--- config.mk ---
export PLATFORM = sky130hd
export DESIGN_NAME = sap_controller
export DESIGN_NICKNAME = d
export VERILOG_FILES = /design/src/rtl/sap_pkg.sv /design/src/rtl/sap_controller_ring_counter.sv /design/src/rtl/sap_controller.sv
export SDC_FILE = /design/constraint.sdc
export NUM_CORES = 1
export LEC_CHECK = 0
export BUFFER_PORTS_ARGS = -buffer_cell sky130_fd_sc_hd__buf_2
export CORE_UTILIZATION = 48
export CTS_CLUSTER_DIAMETER = 40
export DETAILED_ROUTE_END_ITERATION = 6
export HOLD_SLACK_MARGIN = 0.12
export PLACE_DENSITY = 0.78
export SLEW_MARGIN = 15
export SYNTH_ARGS = -nofsm -noshare
export SYNTH_HDL_FRONTEND = slang
export SYNTH_SLANG_ARGS = --single-unit
--- constraint.sdc ---
create_clock -name clk -period 1.6 [get_ports clk]
set_input_delay 0.24 -clock clk [delete_from_list [all_inputs] [get_ports clk]]
set_output_delay 0.24 -clock clk [all_outputs]
set_load 0.005 [all_outputs]
--- src/rtl/sap_pkg.sv ---
// sap_pkg: opcodes, sequencer state encoding and control-word bit indices for the SAP-1 controller.
package sap_pkg;
    localparam logic [3:0] OP_LDA = 4'h0;
    localparam logic [3:0] OP_ADD = 4'h1;
    localparam logic [3:0] OP_SUB = 4'h2;
    localparam logic [3:0] OP_OUT = 4'hE;
    localparam logic [3:0] OP_HLT = 4'hF;

    // T1..T6 live in the ring counter; the FSM only tracks which mode owns it.
    typedef enum logic [1:0] {ST_IDLE, ST_RUN, ST_HALT} state_t;

    localparam int CW_CP = 0;
    localparam int CW_EP = 1;
    localparam int CW_EA = 2;
    localparam int CW_SU = 3;
    localparam int CW_EU = 4;
    localparam int CW_LM = 5;
    localparam int CW_CE = 6;
    localparam int CW_LI = 7;
    localparam int CW_EI = 8;
    localparam int CW_LA = 9;
    localparam int CW_LB = 10;
    localparam int CW_LO = 11;
    localparam int CW_W  = 12;
endpackage

--- src/rtl/sap_controller_ring_counter.sv ---
// ring_counter: 6-bit one-hot T-state ring with synchronous clear to T1 and rotate enable.
module ring_counter (
    input  logic       clk,
    input  logic       rst_n,
    input  logic       en,
    input  logic       clr,
    output logic [5:0] q
);
    always_ff @(posedge clk or negedge rst_n) begin
        if (!rst_n) q <= 6'b000001;
        else if (clr) q <= 6'b000001;
        else if (en) q <= {q[4:0], q[5]};
    end
endmodule

--- src/rtl/sap_controller.sv ---
// sap_controller: SAP-1 T-state sequencer with run/single-step control and control-word decode.
module sap_controller
    import sap_pkg::*;
#(
    parameter logic [3:0] HLT_OP = OP_HLT
) (
    input  logic       clk,
    input  logic       rst_n,
    input  logic [3:0] opcode,
    input  logic       run,
    input  logic       step,
    output logic [5:0] t_state,
    output logic       cp,
    output logic       ep,
    output logic       ea,
    output logic       su,
    output logic       eu,
    output logic       n_lm,
    output logic       n_ce,
    output logic       n_li,
    output logic       n_ei,
    output logic       n_la,
    output logic       n_lb,
    output logic       n_lo,
    output logic       halted
);
    state_t            state, state_nx;
    logic [3:0]        op_q;
    logic              step_q, adv, rc_en, rc_clr;
    logic [5:0]        ring, t;
    logic [CW_W-1:0]   cw;
    logic              live, is_lda, is_add, is_sub, is_alu, is_mem, is_out;

    // run dominates; a step edge coinciding with run is absorbed by the same advance
    assign adv = run | (step & ~step_q);

    ring_counter u_ring (
        .clk   (clk),
        .rst_n (rst_n),
        .en    (rc_en),
        .clr   (rc_clr),
        .q     (ring)
    );

    always_ff @(posedge clk or negedge rst_n) begin
        if (!rst_n) begin
            state  <= ST_IDLE;
            op_q   <= 4'h0;
            step_q <= 1'b0;
        end else begin
            state  <= state_nx;
            step_q <= step;
            if (rc_en && ring[2]) op_q <= opcode;
        end
    end

    always_comb begin
        rc_en    = (state == ST_RUN) && adv;
        rc_clr   = state != ST_RUN;
        state_nx = state;
        if (state == ST_IDLE && adv) state_nx = ST_RUN;
        else if (rc_en && ring[3] && op_q == HLT_OP) state_nx = ST_HALT;
    end

    assign t      = (state == ST_RUN) ? ring : 6'b0;
    assign live   = op_q != HLT_OP;
    assign is_lda = live && op_q == OP_LDA;
    assign is_add = live && op_q == OP_ADD;
    assign is_sub = live && op_q == OP_SUB;
    assign is_alu = is_add | is_sub;
    assign is_mem = is_lda | is_alu;
    assign is_out = live && op_q == OP_OUT;

    always_comb begin
        cw        = '0;
        cw[CW_EP] = t[0];
        cw[CW_CP] = t[1];
        cw[CW_LM] = t[0] | (t[3] & is_mem);
        cw[CW_CE] = t[2] | (t[4] & is_mem);
        cw[CW_LI] = t[2];
        cw[CW_EI] = t[3] & is_mem;
        cw[CW_EA] = t[3] & is_out;
        cw[CW_LO] = t[3] & is_out;
        cw[CW_LA] = (t[4] & is_lda) | (t[5] & is_alu);
        cw[CW_LB] = t[4] & is_alu;
        cw[CW_EU] = t[5] & is_alu;
        cw[CW_SU] = t[5] & is_sub;
    end

    assign t_state = t;
    assign halted  = state == ST_HALT;
    assign cp      = cw[CW_CP];
    assign ep      = cw[CW_EP];
    assign ea      = cw[CW_EA];
    assign su      = cw[CW_SU];
    assign eu      = cw[CW_EU];
    assign n_lm    = ~cw[CW_LM];
    assign n_ce    = ~cw[CW_CE];
    assign n_li    = ~cw[CW_LI];
    assign n_ei    = ~cw[CW_EI];
    assign n_la    = ~cw[CW_LA];
    assign n_lb    = ~cw[CW_LB];
    assign n_lo    = ~cw[CW_LO];
endmodule

==> results by group, run 1 <==
Status
  – Outcome: finished with violations
  – Failing checks: negative setup slack

Synth
  – Top cells by area, synth: dfrtp_1, mux2_4, and2_1
  – Avg Cell Area, Syn: 10.2 sq um
  – Count leader, synth: dfrtp_1
  – Post-synthesis sequential area ratio: 0.411
  – Mapped Cells: 78
  – Yosys cell types: 30
  – #FFs+latches synth: 13
  – Most frequent cells after synthesis: dfrtp_1, and2_1, o21ai_0
  – Synth area leader: dfrtp_1
  – Area share of the largest cell type after synthesis: 0.378
  – Ys async rst share: 1.00
  – Main flop type after synthesis: dfrtp_1
  – Mapped Nets: 86
  – Number of enable flip-flop cells after synthesis: 0
  – Post-Syn Area: 795 sq um
  – Ys Warns: 0

Critical path
  – R2r endpoint: op_q[1]$_DFFE_PN0P_
  – Setup crit end kind: output port
  – CP Data Arrival Time: 1380 ps
  – Reg2Reg Depth: 4
  – Critical path type: reg -> out
  – Critical path data required time: 1360 ps
  – CP max FO: 4
  – Reg2reg start: state[0]$_DFFE_PN0P_
  – Worst R2R Setup Slack: 250 ps
  – Startpoint type of the worst setup path: flop

Floorplan
  – Num ports: 27
  – Die ar.: 1820 sq um
  – # rows: 14
  – Die H: 42.7 microns
  – Core area: 1520 sq um
  – DIE WIDTH: 42.7 microns
  – Initial core utilization: 0.521

Global routing
  – Largest net degree at the start of global routing: 15
  – Gr ovfl total: 0
  – Vias in the first global route: 573
  – First-pass GRT wire length: 2.78 mm
  – Gr usage total: 0.208
  – Initial antenna violation count: 0

Place
  – PortBufs: 26
  – HPWL after DPL: 1.13 mm
  – GPL Wtd Cong: 0.770
  – Placed Cells incl. Taps: 116

Timing
  – RSZ-0062 raised after global routing: yes
  – Count of pins over their slew limit: 0
  – Clock skew: 5.94 ps
  – Fin. Hold Viols: 0
  – Measured slew at the worst slew-check pin: 302 ps
  – Final setup fails: 4
  – Worst relative slew slack: 0.798
  – Setup ws final: -21.1 ps
  – Final Cycle Share: 1.01
  – Peak Freq: 617 MHz
  – Tmin final: 1620 ps

Pwr
  – VDD IR-drop max: 0.984 mV
  – Leak: 0.527 nW
  – Cell Pwr Density: 1740 nW/um^2

Routing
  – Routed WL: 1.68 mm
  – DRC: 0
  – Wire per inst: 13.2 microns
  – Starting DRC count in detailed routing: 9
  – Drt pass-1 iters: 4
  – Via-per-instance ratio: 5.33
  – DR vias: 677
  – Antenna viol nets, final: 0

CTS
  – H-tree depth: 1
  – Total CTS buffers: 3
  – Clock Path Buffers: 2
  – Clock-pin slew on the worst setup and hold paths: 80 ps
  – Clock sink count: 13
  – Clock root buffer: clkbuf_4
  – Clock latency on the worst-skew pair: 270 ps
  – TritonCTS clock tree: done

Layout
  – # diodes: 0
  – Area grow syn2layout: 32.4%
  – Final layout net count: 120
  – Layout cells sized above 1: 0.514
  – Post-Layout Cell Count: 127
  – Fin util: 0.690

Job
  – Maxcap violations: 0

Hold path
  – Worst Hold Endpoint: op_q[2]$_DFFE_PN0P_
  – Worst hold stages: 2
  – HP Start: opcode[2]
  – Tightest Hold Check Type: in -> reg
[metrics by stage]
| stage | total power, mW | setup slack, ps | setup TNS [ps] | area (sq um) | hold WS (ps) |
|---|---|---|---|---|---|
| floorplan | 1.16 | 318 | 0 | 795 | -55.6 |
| global placement | 1.36 | 240 | 0 | 912 | 141 |
| detailed placement | 1.38 | 233 | 0 | 912 | 144 |
| CTS | 1.72 | -24.1 | -81.7 | 1010 | 186 |
| global route | 1.97 | -108 | -473 | 1050 | 179 |
| finish | 1.83 | -21.1 | -58.3 | 1050 | 191 |
[critical path: stages, from the launching register on]
cell	delay, ps
dfrtp_2	450
nand2b_4	190
nor3_4	200
and3_1	170
buf_2	100
[what timing repair did]
action,4_1_cts,5_1_grt
buffers inserted,3,2
endpoints found under the setup margin,9,16
pin swaps,4,3
hold buffers,2,0
gates resized for setup,8,5
hold endpoints to repair,14,0
[logic make-up (layout without fill, tap and decap cells)]
family,count (synthesis),after routing,share of synthesized area
DFF,13,13,0.411
AOI/OAI and AO/OA,20,20,0.173
xor gates and xnor gates,1,1,0.0110
and+or+nand+nor,31,31,0.255
buffers and inverters,9,42,0.0740
muxes,4,4,0.0756
[sequential cells by signal (all words and copies together), names as in the netlist]
register / flops
u_ring.q: 6
op_q: 4
state: 2
step_q: 1
[how the worst max path moves through the flow]
stage,startpoint,depth (start not counted),end
after detailed placement,op_q[1]$_DFFE_PN0P_,5,n_lm
after floorplan,state[1]$_DFFE_PN0P_,4,eu
after global placement,state[1]$_DFFE_PN0P_,4,ea
after global routing,op_q[1]$_DFFE_PN0P_,5,n_lm
after CTS,state[1]$_DFFE_PN0P_,4,eu
final,state[1]$_DFFE_PN0P_,4,eu
[report_power, final]
group          switching, mW  internal (mW)  total [mW]
Sequential             0.176          0.468       0.643
Clock                  0.107         0.0966       0.203
Combinational          0.406          0.578       0.983
Total                  0.688           1.14        1.83
[cell usage in the layout (no fill, tap or decap), types with 2 or more instances in the layout]
cell           count
buf_4              6
dfrtp_2            3
or3b_1             4
dlygate4sd3_1      2
inv_1              3
and3_1             2
nand2_1            5
dfrtp_1            9
a21oi_1            5
mux2_4             4
nand3_1            2
and2_4             2
a21o_1             2
o21ai_0            6
nor2b_4            2
buf_2             25
and2_1             5
clkbuf_4           3
[routing by layer]
| layer | GRT usage | up-vias | share of wire |
|---|---|---|---|
| met1 | 0.313 | 317 | 0.48 |
| met4 | 0.0938 | 0 | 0.0078 |
| met3 | 0.0383 | 4 | 0.039 |
| met2 | 0.288 | 18 | 0.47 |
| li1 | - | 338 | - |
| met5 | 0 | - | 0 |
[layout make-up]
| type | instances | area, sq um |
|---|---|---|
| fill | 122 | 472 |
| clock buffer | 4 | 26.3 |
| sequential | 13 | 330 |
| multi-input combinational | 56 | 443 |
| inverter | 3 | 11.3 |
| timing repair buffer | 35 | 221 |
| tap | 16 | 20.0 |
No activity file was read; power rests on OpenSTA's default activity.
==> run 2: changes to the inputs <==
- ABC_AREA: not set -> 1
- CORE_UTILIZATION: 48 -> 47
- PLACE_DENSITY: 0.78 -> 0.77
==> run 2 against run 1 <==
Net effect:
- the run now ends clean
- cell area down 6.1%
- wire length down 8.9%
- sequential power down 49%
- critical endpoint is now n_lb
==> results by group, run 2 <==
Status
  – Outcome: complete, no violations (was finished with violations)

Place
  – Pre-CTS WS: 299 ps (was 233 ps)
  – PortBufs: 26 (unchanged)
  – Placed Cells incl. Taps: 138 (was 116)
  – HPWL after DPL: 1.06 mm (was 1.13 mm)
  – Area after DPL: 887 sq um (was 912 sq um)
  – GPL Wtd Cong: 0.882 (was 0.770)

Hold path
  – Tightest Hold Check Type: in -> reg (unchanged)
  – HP Start: opcode[1] (was opcode[2])

CTS
  – Clock root buffer: clkbuf_4 (unchanged)
  – Clock-pin slew on the worst setup and hold paths: 80 ps (about the same)
  – Clock sink count: 13 (unchanged)
  – Clock latency on the worst-skew pair: 280 ps (was 270 ps)
  – TritonCTS clock tree: done (unchanged)
  – H-tree depth: 1 (unchanged)
  – Clock Path Buffers: 2 (unchanged)
  – Total CTS buffers: 3 (unchanged)

Synth
  – Number of enable flip-flop cells after synthesis: 0 (unchanged)
  – Post-synthesis mux area share: 0 (was 0.0756)
  – Main flop type after synthesis: dfrtp_1 (unchanged)
  – Count leader, synth: nand2_1 (was dfrtp_1)
  – Mapped Nets: 107 (was 86)
  – Mapped Cells: 99 (was 78)
  – Avg Cell Area, Syn: 7.67 sq um (was 10.2 sq um)
  – Area share of the largest cell type after synthesis: 0.395 (was 0.378)
  – #FFs+latches synth: 13 (unchanged)
  – Xor and xnor fraction of the mapped netlist area: 0 (was 0.0110)
  – Synth area leader: dfrtp_1 (unchanged)
  – Ys Warns: 0 (unchanged)
  – Compound-cell area share of the yosys netlist: 0.0247 (was 0.173)
  – Yosys cell types: 17 (was 30)
  – Post-synthesis adder-cell area fraction: 0 (unchanged)
  – Post-synthesis sequential area ratio: 0.430 (was 0.411)
  – Ys async rst share: 1.00 (unchanged)
  – Synth Area in Simple Gates: 0.427 (was 0.255)
  – Top cells by area, synth: dfrtp_1, nand2_1, inv_1 (was dfrtp_1, mux2_4, and2_1)
  – Most frequent cells after synthesis: nand2_1, inv_1, nor2_1 (was dfrtp_1, and2_1, o21ai_0)
  – Dominant combinational cell family by area after synthesis: simple AND/OR/NAND/NOR gates (unchanged)
  – Post-Syn Area: 759 sq um (was 795 sq um)

Routing
  – Starting DRC count in detailed routing: 22 (was 9)
  – Wire per inst: 10.4 microns (was 13.2 microns)
  – DRC: 0 (unchanged)
  – Routed WL: 1.53 mm (was 1.68 mm)
  – Drt pass-1 iters: 4 (unchanged)
  – Via-per-instance ratio: 4.78 (was 5.33)
  – Antenna viol nets, final: 0 (unchanged)
  – DR vias: 702 (was 677)
  – Metal-1 WL: 680 microns (was 812 microns)
  – Met2 WL post-DR: 778 microns (was 785 microns)
  – Max layer used: met4 (unchanged)
  – Met3 wire length: 53 microns (was 65 microns)

Layout
  – Biggest register: u_ring.q (unchanged)
  – Commonest non-fill, non-tap cell in the layout: nand2_1 (was buf_2)
  – Register area: 330 sq um (unchanged)
  – Largest regs: u_ring.q (6), op_q (4), state (2) (unchanged)
  – Layout cells sized above 1: 0.412 (was 0.514)
  – Most frequent cells in the layout: nand2_1, buf_2, inv_1 (was buf_2, dfrtp_1, o21ai_0, buf_4)
  – Post-route cell area: 988 sq um (was 1050 sq um)
  – Post-Layout Cell Count: 147 (was 127)
  – Fin util: 0.656 (was 0.690)
  – # diodes: 0 (unchanged)
  – # fillers: 136 (was 122)
  – Final layout net count: 140 (was 120)
  – Max reg flops: 6 (unchanged)
  – Multi-input gate area: 369 sq um (was 443 sq um)
  – Area grow syn2layout: 30.1% (was 32.4%)

Floorplan
  – Core area: 1510 sq um (was 1520 sq um)
  – Die H: 42.2 microns (was 42.7 microns)
  – Die ar.: 1780 sq um (was 1820 sq um)
  – Initial core utilization: 0.504 (was 0.521)
  – Num ports: 27 (unchanged)
  – # rows: 14 (unchanged)
  – DIE WIDTH: 42.2 microns (was 42.7 microns)

Timing
  – Peak Freq: 652 MHz (was 617 MHz)
  – Fin. Hold Viols: 0 (unchanged)
  – Worst relative slew slack: 0.761 (was 0.798)
  – Tmin final: 1530 ps (was 1620 ps)
  – Count of pins over their slew limit: 0 (unchanged)
  – Hold WS: 192 ps (was 191 ps)
  – Measured slew at the worst slew-check pin: 357 ps (was 302 ps)
  – Clock skew: 4.98 ps (was 5.94 ps)
  – Setup ws final: 66.9 ps (was -21.1 ps)
  – Fin Setup TNS: 0 ps (was -58.3 ps)
  – Final setup fails: 0 (was 4)
  – Final Cycle Share: 0.958 (was 1.01)

Pwr
  – Design Power: 565 uW (was 1.83 mW)
  – VDD IR-drop max: 0.433 mV (was 0.984 mV)
  – Leak: 0.622 nW (was 0.527 nW)
  – Cell Pwr Density: 572 nW/um^2 (was 1740 nW/um^2)

Global routing
  – First-pass GRT wire length: 2.50 mm (was 2.78 mm)
  – Gr ovfl total: 0 (unchanged)
  – Vias in the first global route: 597 (was 573)
  – Largest net degree at the start of global routing: 17 (was 15)
  – Gr usage total: 0.184 (was 0.208)
  – Initial antenna violation count: 0 (unchanged)

Job
  – Maxcap violations: 0 (unchanged)

Critical path
  – Crit. Startpoint: state[1]$_DFFE_PN0P_ (unchanged)
  – Critical path data required time: 1360 ps (about the same)
  – CP Data Arrival Time: 1290 ps (was 1380 ps)
  – Reg2reg start: step_q$_DFF_PN0_ (was state[0]$_DFFE_PN0P_)
  – Setup crit end kind: output port (unchanged)
  – Startpoint type of the worst setup path: flop (unchanged)
  – Critical path type: reg -> out (unchanged)
  – CP max FO: 7 (was 4)
## run 2: changes by cell type after synthesis, sizes merged, moves of 4 or more
cell / before / now
mux2: 4 / 0
a21oi: 5 / 1
and2: 7 / 0
nand3: 2 / 8
nor2: 3 / 16
or3b: 5 / 0
o21ai: 6 / 2
nand2: 5 / 37
inv: 3 / 18
## run 2: cell families (layout without fill, tap and decap cells)
family / after synthesis / after routing
AOI/OAI and AO/OA: 3 / 3
buffers and inverters: 21 / 53
DFF: 13 / 13
and+or+nand+nor: 62 / 62
## run 2: worst max-delay path, cell delays in order, from the launching register on
cell	delay [ps]
dfrtp_1	380
inv_2	100
nand2_8	100
inv_4	90
nand2_2	70
nor2_2	100
nand2_1	60
buf_2	120
## run 2: repair_timing
| item | 4_1_cts | 5_1_grt |
|---|---|---|
| endpoints found under the hold margin | 14 | 0 |
| setup endpoints to repair | 3 | 6 |
| hold buffers | 2 | 0 |
| gates resized for setup | 2 | 8 |
| setup buffers | 0 | 3 |
| pin swaps | 0 | 1 |
## run 2: metal layers
metal | track usage | up-vias
li1 | - | 361
met1 | 0.236 | 319
met2 | 0.311 | 20
met3 | 0.0388 | 2
met4 | 0.0563 | 0
met5 | 0 | -
## run 2: power by group
group	internal, mW	switching, mW
Clock	0.0967	0.108
Sequential	0.330	0.000317
Combinational	0.0111	0.0198
## run 2: worst paths after layout
| kind | end | slack [ps] | cells past startpoint |
|---|---|---|---|
| max reg2reg | state[0]$_DFFE_PN0P_ | 500 | 6 |
| min in group asynchronous | u_ring.q[5]$_DFFE_PN0P_ | 370 | 2 |
| min reg2reg | u_ring.q[0]$_DFFE_PN1P_ | 480 | 2 |
| min | op_q[1]$_DFFE_PN0P_ | 190 | 3 |
| max in group asynchronous | u_ring.q[0]$_DFFE_PN1P_ | 950 | 2 |
| max | n_lb | 70 | 7 |
## run 2: area by class of cell
class | count | share of cell area
repair buffers | 31 | 0.175
clock buffers | 4 | 0.0266
inverters | 18 | 0.0709
multi-input cells | 65 | 0.373
well taps | 16 | 0.0203
flip-flops and latches | 13 | 0.334
==> run 3: changes to the inputs <==
- SETUP_SLACK_MARGIN: not set -> 0.3
==> run 3 against run 2 <==
Net effect:
- hold slack better by 2.1 ps
- cell area is 15% higher
- critical endpoint is now ea
- critical path depth is 1 lower
- critical path type unchanged
- fmax is 0.61% lower
- global-route usage is 4.2 points higher
- largest power group unchanged
- first-iteration DRC count stayed put
- count of clock-buffer cells in the layout stayed put
- via count is 8.4% higher
- sequential share of layout area is 4.7 points lower
- clock skew is 3.6 ps higher
- sequential power hardly changed
- combinational power is 5% higher
==> results by group, run 3 (synthesized netlist as in run 2, its figures left out) <==
Status
  – Outcome: complete, no violations (unchanged)

Timing
  – Worst relative slew slack: 0.800 (was 0.761)
  – Peak Freq: 648 MHz (was 652 MHz)
  – Measured slew at the worst slew-check pin: 299 ps (was 357 ps)
  – Fin. Hold Viols: 0 (unchanged)
  – Final Cycle Share: 0.964 (was 0.958)
  – Hold WS: 194 ps (was 192 ps)
  – Count of pins over their slew limit: 0 (unchanged)
  – RSZ-0062 raised after global routing: yes
  – Final setup fails: 0 (unchanged)
  – Tmin final: 1540 ps (was 1530 ps)
  – Clock skew: 8.53 ps (was 4.98 ps)

CTS
  – Clock-pin slew on the worst setup and hold paths: 90 ps (was 80 ps)
  – TritonCTS clock tree: done (unchanged)
  – Clock sink count: 13 (unchanged)
  – Total CTS buffers: 3 (unchanged)
  – Clock Path Buffers: 2 (unchanged)
  – Clock root buffer: clkbuf_4 (unchanged)
  – H-tree depth: 1 (unchanged)
  – Clock latency on the worst-skew pair: 270 ps (was 280 ps)

Global routing
  – Gr usage total: 0.226 (was 0.184)
  – Vias in the first global route: 725 (was 597)
  – Largest net degree at the start of global routing: 17 (unchanged)
  – First-pass GRT wire length: 3.08 mm (was 2.50 mm)
  – Gr ovfl total: 0 (unchanged)
  – Initial antenna violation count: 0 (unchanged)

Layout
  – Final layout net count: 150 (was 140)
  – Largest regs: u_ring.q (6), op_q (4), state (2) (unchanged)
  – Post-Layout Cell Count: 157 (was 147)
  – # diodes: 0 (unchanged)
  – Commonest non-fill, non-tap cell in the layout: nand2_1 (unchanged)
  – Max reg flops: 6 (unchanged)
  – Area grow syn2layout: 50.1% (was 30.1%)
  – Most frequent cells in the layout: nand2_1, buf_2, inv_1, buf_4, dfrtp_1 (was nand2_1, buf_2, inv_1)
  – Layout cells sized above 1: 0.511 (was 0.412)
  – Biggest register: u_ring.q (unchanged)

Place
  – PortBufs: 26 (unchanged)
  – HPWL after DPL: 1.06 mm (unchanged)
  – Placed Cells incl. Taps: 138 (unchanged)
  – GPL Wtd Cong: 0.882 (unchanged)

Critical path
  – Setup crit end kind: output port (unchanged)
  – Startpoint type of the worst setup path: flop (unchanged)
  – Critical path type: reg -> out (unchanged)
  – CP max FO: 7 (unchanged)
  – Critical path data required time: 1360 ps (about the same)
  – CP Data Arrival Time: 1300 ps (was 1290 ps)

Pwr
  – VDD IR-drop max: 0.687 mV (was 0.433 mV)
  – Leak: 0.702 nW (was 0.622 nW)
  – Cell Pwr Density: 501 nW/um^2 (was 572 nW/um^2)

Floorplan
  – Die H: 42.2 microns (unchanged)
  – Die ar.: 1780 sq um (unchanged)
  – Num ports: 27 (unchanged)
  – Core area: 1510 sq um (unchanged)
  – # rows: 14 (unchanged)
  – DIE WIDTH: 42.2 microns (unchanged)
  – Initial core utilization: 0.504 (unchanged)

Hold path
  – Tightest Hold Check Type: in -> reg (unchanged)

Routing
  – Via-per-instance ratio: 4.85 (was 4.78)
  – Wire per inst: 11.9 microns (was 10.4 microns)
  – DRC: 0 (unchanged)
  – Routed WL: 1.88 mm (was 1.53 mm)
  – DR vias: 761 (was 702)
  – Starting DRC count in detailed routing: 22 (unchanged)
  – Drt pass-1 iters: 4 (unchanged)
  – Antenna viol nets, final: 0 (unchanged)

Job
  – Maxcap violations: 0 (unchanged)
[run 3: final cells by class]
type	count	area (sq um)
timing repair buffer	41	270
inverter	18	75.1
tap	16	20.0
multi-input combinational	65	420
fill	113	367
clock buffer	4	26.3
sequential	13	328
[run 3: critical path, stage by stage, from the launching register on]
cell and delay (ps):
dfrtp_1 390, inv_2 110, nand2_8 110, nor2_8 150
nand4_4 120, inv_2 60, buf_2 100
[run 3: per-layer routing]
metal | GRT usage | vias up | part of all wire
met1 | 0.258 | 357 | 0.41
met3 | 0.0474 | 6 | 0.030
met4 | 0.106 | 0 | 0.033
met5 | 0 | - | 0
met2 | 0.397 | 20 | 0.53
li1 | - | 378 | -
[run 3: power breakdown]
part / switching, mW / internal (mW) / total, mW
Clock: 0.113 / 0.0964 / 0.209
Combinational: 0.0207 / 0.0118 / 0.0325
Sequential: 0.000318 / 0.330 / 0.330
Total: 0.134 / 0.438 / 0.572
[run 3: per-stage QoR]
stage | power, mW | area [sq um] | util | setup slack (ps) | setup TNS [ps]
2_1_floorplan | 0.349 | 759 | - | 443 | 0
3_3_place_gp | 0.364 | 887 | 0.589 | 327 | 0
3_5_place_dp | 0.364 | 887 | 0.589 | 299 | 0
4_1_cts | 0.573 | 1060 | 0.701 | 76.6 | 0
5_1_grt | 0.598 | 1140 | 0.757 | -7.04 | -7.04
6_report | 0.572 | 1140 | 0.757 | 57.5 | 0
[run 3: worst paths after layout]
| kind | startpoint | end | slack [ps] | cells past startpoint |
|---|---|---|---|---|
| worst min register to register | u_ring.q[0]$_DFFE_PN1P_ | u_ring.q[0]$_DFFE_PN1P_ | 490 | 2 |
| worst max-delay path | state[1]$_DFFE_PN0P_ | ea | 60 | 6 |
| max in group asynchronous | rst_n | u_ring.q[0]$_DFFE_PN1P_ | 950 | 2 |
| worst min-delay path | opcode[1] | op_q[1]$_DFFE_PN0P_ | 190 | 3 |
| min in group asynchronous | rst_n | u_ring.q[5]$_DFFE_PN0P_ | 370 | 2 |
| worst max register to register | state[1]$_DFFE_PN0P_ | state[0]$_DFFE_PN0P_ | 360 | 8 |
[run 3: repair_timing]
item / 4_1_cts / 5_1_grt
hold endpoints to repair: 14 / 0
endpoints found under the setup margin: 18 / 29
hold buffers: 2 / 0
pin swaps: 1 / 6
gates resized for setup: 14 / 16
buffers inserted: 8 / 5
